--- config.mk ---
export PLATFORM = sky130hd
export DESIGN_NAME = shift_sub_divider
export DESIGN_NICKNAME = d
export VERILOG_FILES = /design/src/rtl/shift_sub_divider.sv
export SDC_FILE = /design/constraint.sdc
export NUM_CORES = 1
export LEC_CHECK = 0
export ABC_AREA = 0
export CAP_MARGIN = 10
export CORE_MARGIN = 2
export CORE_UTILIZATION = 58
export CTS_CLUSTER_SIZE = 28
export DETAILED_ROUTE_END_ITERATION = 10
export PLACE_DENSITY = 0.81
export SLEW_MARGIN = 20
export SYNTH_ARGS = -nofsm -noshare
export SYNTH_HDL_FRONTEND = slang
export SYNTH_SLANG_ARGS = --single-unit
--- constraint.sdc ---
create_clock -name clk -period 4.4 [get_ports clk]
set_input_delay 0.66 -clock clk [delete_from_list [all_inputs] [get_ports clk]]
set_output_delay 0.66 -clock clk [all_outputs]
set_load 0.05 [all_outputs]
--- src/rtl/shift_sub_divider.sv ---
// Sequential signed divider: restoring shift-subtract, one quotient bit per cycle,
// with independent valid/ready operand streams and a registered result stream.
module shift_sub_divider #(
  parameter int unsigned WIDTH = 16
) (
  input  logic                 clk,
  input  logic                 reset,
  input  logic                 tvalid_slave_1,
  input  logic [WIDTH-1:0]     tdata_slave_1,
  output logic                 tready_slave_1,
  input  logic                 tvalid_slave_2,
  input  logic [WIDTH-1:0]     tdata_slave_2,
  output logic                 tready_slave_2,
  output logic                 tvalid_master,
  output logic [2*WIDTH-1:0]   tdata_master,
  output logic                 tuser_master,
  input  logic                 tready_master
);

  localparam int unsigned CW = $clog2(WIDTH);

  typedef enum logic [2:0] {S_INPUT, S_PREP, S_CALC, S_FIX, S_OUTPUT} state_t;

  state_t           state, state_nxt;
  logic             received_1, received_2;
  logic [WIDTH-1:0] dividend_reg, divisor_reg;
  logic [WIDTH-1:0] mag_dividend, mag_divisor, quot;
  logic [WIDTH:0]   prem;
  logic [CW-1:0]    count;
  logic             neg_dividend, neg_quot;

  logic [WIDTH-1:0] abs_dividend, abs_divisor, quot_res, rem_res;
  logic [WIDTH+1:0] diff;
  logic             div_zero;

  assign tready_slave_1 = !received_1 && !reset;
  assign tready_slave_2 = !received_2 && !reset;

  // Magnitudes; the most negative value maps to 2^(WIDTH-1), which fits unsigned.
  assign abs_dividend = dividend_reg[WIDTH-1] ? -dividend_reg : dividend_reg;
  assign abs_divisor  = divisor_reg[WIDTH-1]  ? -divisor_reg  : divisor_reg;

  // Trial subtraction of the divisor from the remainder with the next dividend bit shifted in.
  assign diff = {prem, mag_dividend[WIDTH-1]} - {2'b00, mag_divisor};

  assign quot_res = neg_quot     ? -quot          : quot;
  assign rem_res  = neg_dividend ? -prem[WIDTH-1:0] : prem[WIDTH-1:0];
  assign div_zero = (divisor_reg == '0);

  always_ff @(posedge clk) begin
    if (reset) state <= S_INPUT;
    else       state <= state_nxt;
  end

  always_comb begin
    state_nxt = state;
    case (state)
      S_INPUT:  if (received_1 && received_2) state_nxt = S_PREP;
      S_PREP:   state_nxt = S_CALC;
      S_CALC:   if (count == CW'(WIDTH-1)) state_nxt = S_FIX;
      S_FIX:    state_nxt = S_OUTPUT;
      S_OUTPUT: if (tready_master) state_nxt = S_INPUT;
      default:  state_nxt = S_INPUT;
    endcase
  end

  always_ff @(posedge clk) begin
    if (reset) begin
      received_1    <= 1'b0;
      received_2    <= 1'b0;
      dividend_reg  <= '0;
      divisor_reg   <= '0;
      mag_dividend  <= '0;
      mag_divisor   <= '0;
      quot          <= '0;
      prem          <= '0;
      count         <= '0;
      neg_dividend  <= 1'b0;
      neg_quot      <= 1'b0;
      tvalid_master <= 1'b0;
      tdata_master  <= '0;
      tuser_master  <= 1'b0;
    end else begin
      if (tvalid_slave_1 && tready_slave_1) begin
        dividend_reg <= tdata_slave_1;
        received_1   <= 1'b1;
      end
      if (tvalid_slave_2 && tready_slave_2) begin
        divisor_reg <= tdata_slave_2;
        received_2  <= 1'b1;
      end
      case (state)
        S_PREP: begin
          mag_dividend <= abs_dividend;
          mag_divisor  <= abs_divisor;
          neg_dividend <= dividend_reg[WIDTH-1];
          neg_quot     <= dividend_reg[WIDTH-1] ^ divisor_reg[WIDTH-1];
          quot         <= '0;
          prem         <= '0;
          count        <= '0;
        end
        S_CALC: begin
          mag_dividend <= {mag_dividend[WIDTH-2:0], 1'b0};
          prem         <= diff[WIDTH+1] ? {prem[WIDTH-1:0], mag_dividend[WIDTH-1]} : diff[WIDTH:0];
          quot         <= {quot[WIDTH-2:0], ~diff[WIDTH+1]};
          count        <= count + CW'(1);
        end
        S_FIX: begin
          tdata_master  <= div_zero ? {dividend_reg, {WIDTH{1'b1}}} : {rem_res, quot_res};
          tuser_master  <= div_zero;
          tvalid_master <= 1'b1;
        end
        S_OUTPUT: begin
          if (tready_master) begin
            tvalid_master <= 1'b0;
            received_1    <= 1'b0;
            received_2    <= 1'b0;
          end
        end
        default: ;
      endcase
    end
  end

endmodule
==> impl_metrics.json, run 1 <==
{
  "outcome": "finished clean",
  "clkTransAtPathRegs_ps": 60,
  "synth_ff_type": "dfxtp_1",
  "initial_core_util": 0.599,
  "path_max_fanout": 19,
  "start_kind": "flop",
  "post_cts_buffers": 0,
  "final_common_cell": "dfxtp_1",
  "clockRootBuffer": "clkbuf_16",
  "antenna_found_initial": 0,
  "max_slew_margin": 0.343,
  "layout-drive-gt1-share": 0.0612,
  "die_w_um": 119,
  "gr-total-overflow": 0,
  "report.power.total_uw": 3280,
  "grt_setup_unrepaired": "false",
  "grt_pass1_vias": 6258,
  "use_met1": 0.366,
  "grt_busiest_layer": "met2",
  "syn-cell-area_sq_um": 7630,
  "syn_inst": 945,
  "fin_crit_ps": 3060,
  "gp_congestion": 0.905,
  "synth-compound-area-share": 0.246,
  "cts_buffers": 17,
  "end_kind": "flop",
  "cts_hold_buf": 0,
  "dieArea_sq_um": 14100,
  "synthSimpleGateAreaFrac": 0.213,
  "worst_skew_pair.late_latency_ps": 430,
  "finalCritPeriodShare": 0.696,
  "worstPathRequired_ps": 4700,
  "met3_usage": 0.0502,
  "largest_reg_flops": 32,
  "postSynthAreaPerCell_sq_um": 8.07,
  "finalHoldViolCount": 0,
  "diodes": 0,
  "finalSetupViolCount": 0,
  "grt_start_max_net_pins": 49,
  "finalSetupTns_ps": 0,
  "switching_power_uw": 896,
  "combPwrFrac": 0.147,
  "grt_pass1_wl_um": 30600,
  "first_pass_iters": 5,
  "ir_worst_vdd_mv": 0.348,
  "synth_edf_count": 0,
  "largest-register": "tdata_master",
  "synth_warnings": 0,
  "hpwl_um": 12800,
  "ctsLongestPathBuffers": 2,
  "grt_util_all_layers": 0.266,
  "min_from": "tvalid_master$_SDFFE_PP0P_",
  "drtIter0Drc": 503,
  "cp.arrival_ps": 3360,
  "nets": 1028,
  "ys_types": 62,
  "num_rows": 41,
  "cp_num_buf_inv": 0,
  "ys_ff_latch": 142,
  "setup_slack_ps": 1340,
  "cts_resized": 0,
  "max_stage_delay_ps": 800,
  "yosysSeqAreaShare": 0.373,
  "holdCritPathClass": "reg -> reg",
  "sw_frac_of_total": 0.273,
  "wl_per_cell_um": 16.3,
  "ios": 73,
  "via_per_inst": 6.00,
  "synth_xor_area_frac": 0.0724,
  "slew_violations": 0,
  "power.density_nw_per_um2": 368,
  "cts_tree": "yes",
  "ant_nets": 0,
  "grt_use_met2": 0.424,
  "cts_sinks": 142,
  "muxShareOfSynthArea": 0.00263,
  "reg_top3": "tdata_master x32, prem x17",
  "crit_chain": "ha_1 -> a21o_1 -> a31oi_1 -> nor2_1 -> or4_1 -> and2_4 -> a221o_1",
  "num_vias": 6923,
  "core_area_sq_um": 12700,
  "total_leakage_power_uw": 0.00321,
  "crit_slowest_cell": "or4_1",
  "io_buffers": 72,
  "synth_adder_area_share": 0.0371,
  "crit_family": "simple AND/OR/NAND/NOR gates",
  "mostFrequentLayoutCells": "142 x dfxtp_1, 118 x nand2_1, 95 x nor2_1, 71 x clkdlybuf4s50_1, 49 x o21ai_0",
  "layoutNonFillerInstCount": 1153,
  "ctsHtreeMaxLevel": 4,
  "placed_cells": 1122,
  "area_growth_syn_to_layout_pct": 16.8,
  "startpoint": "prem[7]$_SDFFE_PP0N_",
  "max_freq_ghz": 0.327,
  "seqPwrFrac": 0.419,
  "synth_top_family_by_area": "compound AO/OA/AOI/OAI gates",
  "p_clk_frac": 0.434,
  "critPathKind": "reg -> reg",
  "dieHeight_um": 119,
  "drc_errors": 0,
  "max_cap_violations": 0,
  "place_ws_ps": 1400,
  "internal_power_uw": 2390,
  "skew_ps": 11.9,
  "crit-reg2reg-launch": "prem[7]$_SDFFE_PP0N_",
  "async_reset_ff_frac": 0,
  "wl_um": 18800,
  "synth_fp_nets": 1004,
  "worst_pin_slew_ps": 985
}
-- stage by stage --
| stage | util | area (sq um) | hold slack, ps |
|---|---|---|---|
| 2_1_floorplan | - | 7630 | 431 |
| 3_3_place_gp | 0.654 | 8320 | 436 |
| 3_5_place_dp | 0.654 | 8320 | 438 |
| 4_1_cts | 0.700 | 8900 | 446 |
| 5_1_grt | 0.700 | 8910 | 457 |
| 6_report | 0.700 | 8910 | 447 |
-- cell usage after synthesis, drive strengths merged (13+ instances only) --
library cell  count  area [sq um]
o211ai           26           195
ha               21           263
dfxtp           142          2840
o31ai            14           110
a21oi            43           215
a22oi            19           143
xor2             33           289
o41ai            16           140
a211oi           29           223
nand4            13          81.3
nand2           118           443
inv              29           109
clkbuf           66           248
a222oi           13           130
nor3             15          75.1
o21ai            50           254
nor2             95           357
xnor2            30           263
nand2b           36           225
-- cell type report --
| cell class | count | area [sq um] |
|---|---|---|
| multi-input combinational | 697 | 4360 |
| clock buffer | 21 | 470 |
| timing repair buffer | 82 | 793 |
| fill | 1063 | 3810 |
| clock inverter | 10 | 114 |
| inverter | 29 | 109 |
| sequential | 142 | 2840 |
| tap | 172 | 215 |
-- kinds of logic (layout without fill, tap and decap cells) --
family / after synthesis / in the layout
AOI/OAI and AO/OA: 266 / 266
xor gates and xnor gates: 63 / 63
adders and majority gates: 22 / 22
buffers and inverters: 106 / 142
DFF: 142 / 142
muxes: 2 / 2
and+or+nand+nor: 344 / 344
-- power groups by stage --
stage          registers [uW]  clock network (uW)  logic (uW)
2_1_floorplan            1380                   0         388
3_3_place_gp             1400                   0         464
3_5_place_dp             1400                   0         469
4_1_cts                  1370                1430         474
5_1_grt                  1380                1480         535
6_report                 1380                1430         481
-- metal layers --
metal | up-vias | wire length, um
met4 | 0 | 396
met1 | 3240 | 8790
met3 | 30 | 991
li1 | 3436 | -
met2 | 217 | 8610
met5 | - | 0
-- worst min-delay path: stages, from the launching register on --
cell and delay, ps:
dfxtp_1 310, nand2_1 50, nand2_1 40
-- path summary, 6_finish.rpt --
kind	to	slack (ps)	cells past startpoint
max	prem[4]$_SDFFE_PP0N_	1340	7
min	tvalid_master$_SDFFE_PP0P_	450	2
max reg2reg	prem[4]$_SDFFE_PP0N_	1340	7
min reg2reg	tvalid_master$_SDFFE_PP0P_	450	2
Power figures use the tool's default switching activity.
==> run 2: changes to the inputs <==
CORE_UTILIZATION = 52   (was 58)
PLACE_DENSITY = 0.76   (was 0.81)
clock period = 2.7 ns   (was 4.4 ns; I/O delays follow)
==> impl_metrics.json, run 2 (synthesis gave the netlist of run 1 again) <==
{
  "outcome": "finished clean",
  "reg_top3": "tdata_master x32, prem x17",
  "largest-register": "tdata_master",
  "layout-drive-gt1-share": 0.0874,
  "die_w_um": 125,
  "grt_setup_unrepaired": "false",
  "place_ws_ps": 121,
  "worst_skew_pair.late_latency_ps": 430,
  "final_common_cell": "dfxtp_1",
  "met2_length_um": 8990,
  "grt_pass1_vias": 6594,
  "io_buffers": 72,
  "cts_buffers": 17,
  "dieHeight_um": 125,
  "diodes": 0,
  "critPathKind": "reg -> reg",
  "nets": 1053,
  "drtIter0Drc": 716,
  "wl_um": 19200,
  "worstPathRequired_ps": 3010,
  "ctsLongestPathBuffers": 2,
  "end_kind": "flop",
  "num_vias": 7086,
  "ctsHtreeMaxLevel": 4,
  "ios": 73,
  "total_leakage_power_uw": 0.00334,
  "area_growth_syn_to_layout_pct": 19.9,
  "ir_worst_vdd_mv": 0.457,
  "drc_errors": 0,
  "antenna_found_initial": 0,
  "wl_per_cell_um": 16.1,
  "slew_violations": 0,
  "dieArea_sq_um": 15700,
  "cts_sinks": 142,
  "cp.arrival_ps": 2830,
  "start_kind": "flop",
  "grt_start_max_net_pins": 70,
  "postLayoutCoreUtil": 0.634,
  "via_per_inst": 5.95,
  "max_slew_margin": 0.453,
  "finalSetupViolCount": 0,
  "wl_met3_um": 1150,
  "core_area_sq_um": 14400,
  "largest_reg_flops": 32,
  "power.density_nw_per_um2": 599,
  "num_rows": 44,
  "max_cap_violations": 0,
  "mostFrequentLayoutCells": "141 x dfxtp_1, 118 x nand2_1, 95 x nor2_1, 71 x clkdlybuf4s50_1, 49 x o21ai_0",
  "finalHoldViolCount": 0,
  "setup_slack_ps": 178,
  "worst_pin_slew_ps": 818,
  "hpwl_um": 13300,
  "ant_nets": 0,
  "finalCritPeriodShare": 0.934,
  "gr-total-overflow": 0,
  "max_freq_ghz": 0.396,
  "gp_congestion": 0.940,
  "clockRootBuffer": "clkbuf_16",
  "skew_ps": 8.15,
  "fin_crit_ps": 2520,
  "grt_util_all_layers": 0.251,
  "first_pass_iters": 8,
  "holdCritPathClass": "in -> reg",
  "grt_pass1_wl_um": 32500,
  "cts_hold_buf": 0,
  "clkTransAtPathRegs_ps": 60,
  "nFillCells": 1265,
  "initial_core_util": 0.529,
  "seqCellArea_sq_um": 2840,
  "multi_input_area_sq_um": 4370,
  "drt-met1-wl_um": 8670,
  "path_max_fanout": 18,
  "top_layer": "met4",
  "report.power.total_uw": 5480,
  "finalSetupTns_ps": 0,
  "cts_tree": "yes"
}
[run 2: cell count changes in the layout (fill, tap and decap cells not counted), sizes merged]
cell      delta
clkinvlp     +2
inv          +6
buf         +25
clkbuf       -2
clkinv       -5
[run 2: layout make-up]
class | instances | area share
multi-input cells | 697 | 0.478
repair buffers | 107 | 0.107
clock buffers | 19 | 0.0496
clock inverters | 13 | 0.0166
flip-flops and latches | 142 | 0.311
well taps | 184 | 0.0252
inverters | 29 | 0.0119
[run 2: worst paths after layout]
path	slack [ps]	endpoint	from	depth (start not counted)
setup / recovery	180	prem[1]$_SDFFE_PP0N_	prem[10]$_SDFFE_PP0N_	8
setup reg to reg	180	prem[1]$_SDFFE_PP0N_	prem[10]$_SDFFE_PP0N_	8
hold reg to reg	450	tdata_master[23]$_SDFFE_PP0P_	tdata_master[23]$_SDFFE_PP0P_	2
hold / removal	350	quot[14]$_SDFFE_PP0N_	reset	2
[run 2: critical path, stage by stage (launching register included)]
cell and delay, ps:
dfxtp_1 370, ha_1 440, nand4_1 190, or3_1 390, a211oi_2 250, or4_1 170
buf_4 220, a211oi_1 100, a311o_1 280
[run 2: report_power, final]
part / switching (uW) / internal, uW
clock: 970 / 1430
sequential: 79.8 / 2150
combinational: 503 / 342
[run 2: repair_timing]
item,4_1_cts,5_1_grt
setup endpoints to repair,0,7
setup buffers,0,0
resized for setup,0,3
[run 2: routing by layer]
metal | global-route usage | vias to the layer above
li1 | - | 3494
met2 | 0.398 | 241
met3 | 0.0475 | 31
met1 | 0.342 | 3320
met4 | 0.0928 | 0
met5 | 0 | -
[run 2: per-stage QoR]
step | cell area, sq um | cells | hold slack [ps]
after floorplan | 7630 | 945 | 431
after global placement | 8520 | 1159 | 437
after detailed placement | 8520 | 1159 | 446
after CTS | 9130 | 1191 | 331
after global routing | 9140 | 1191 | 345
final | 9140 | 1191 | 347
==> run 3: changes to the inputs <==
CAP_MARGIN = 20   (was 10)
==> results of run 3 <==
Final layout, timing and power as in run 2 (identical DEF).
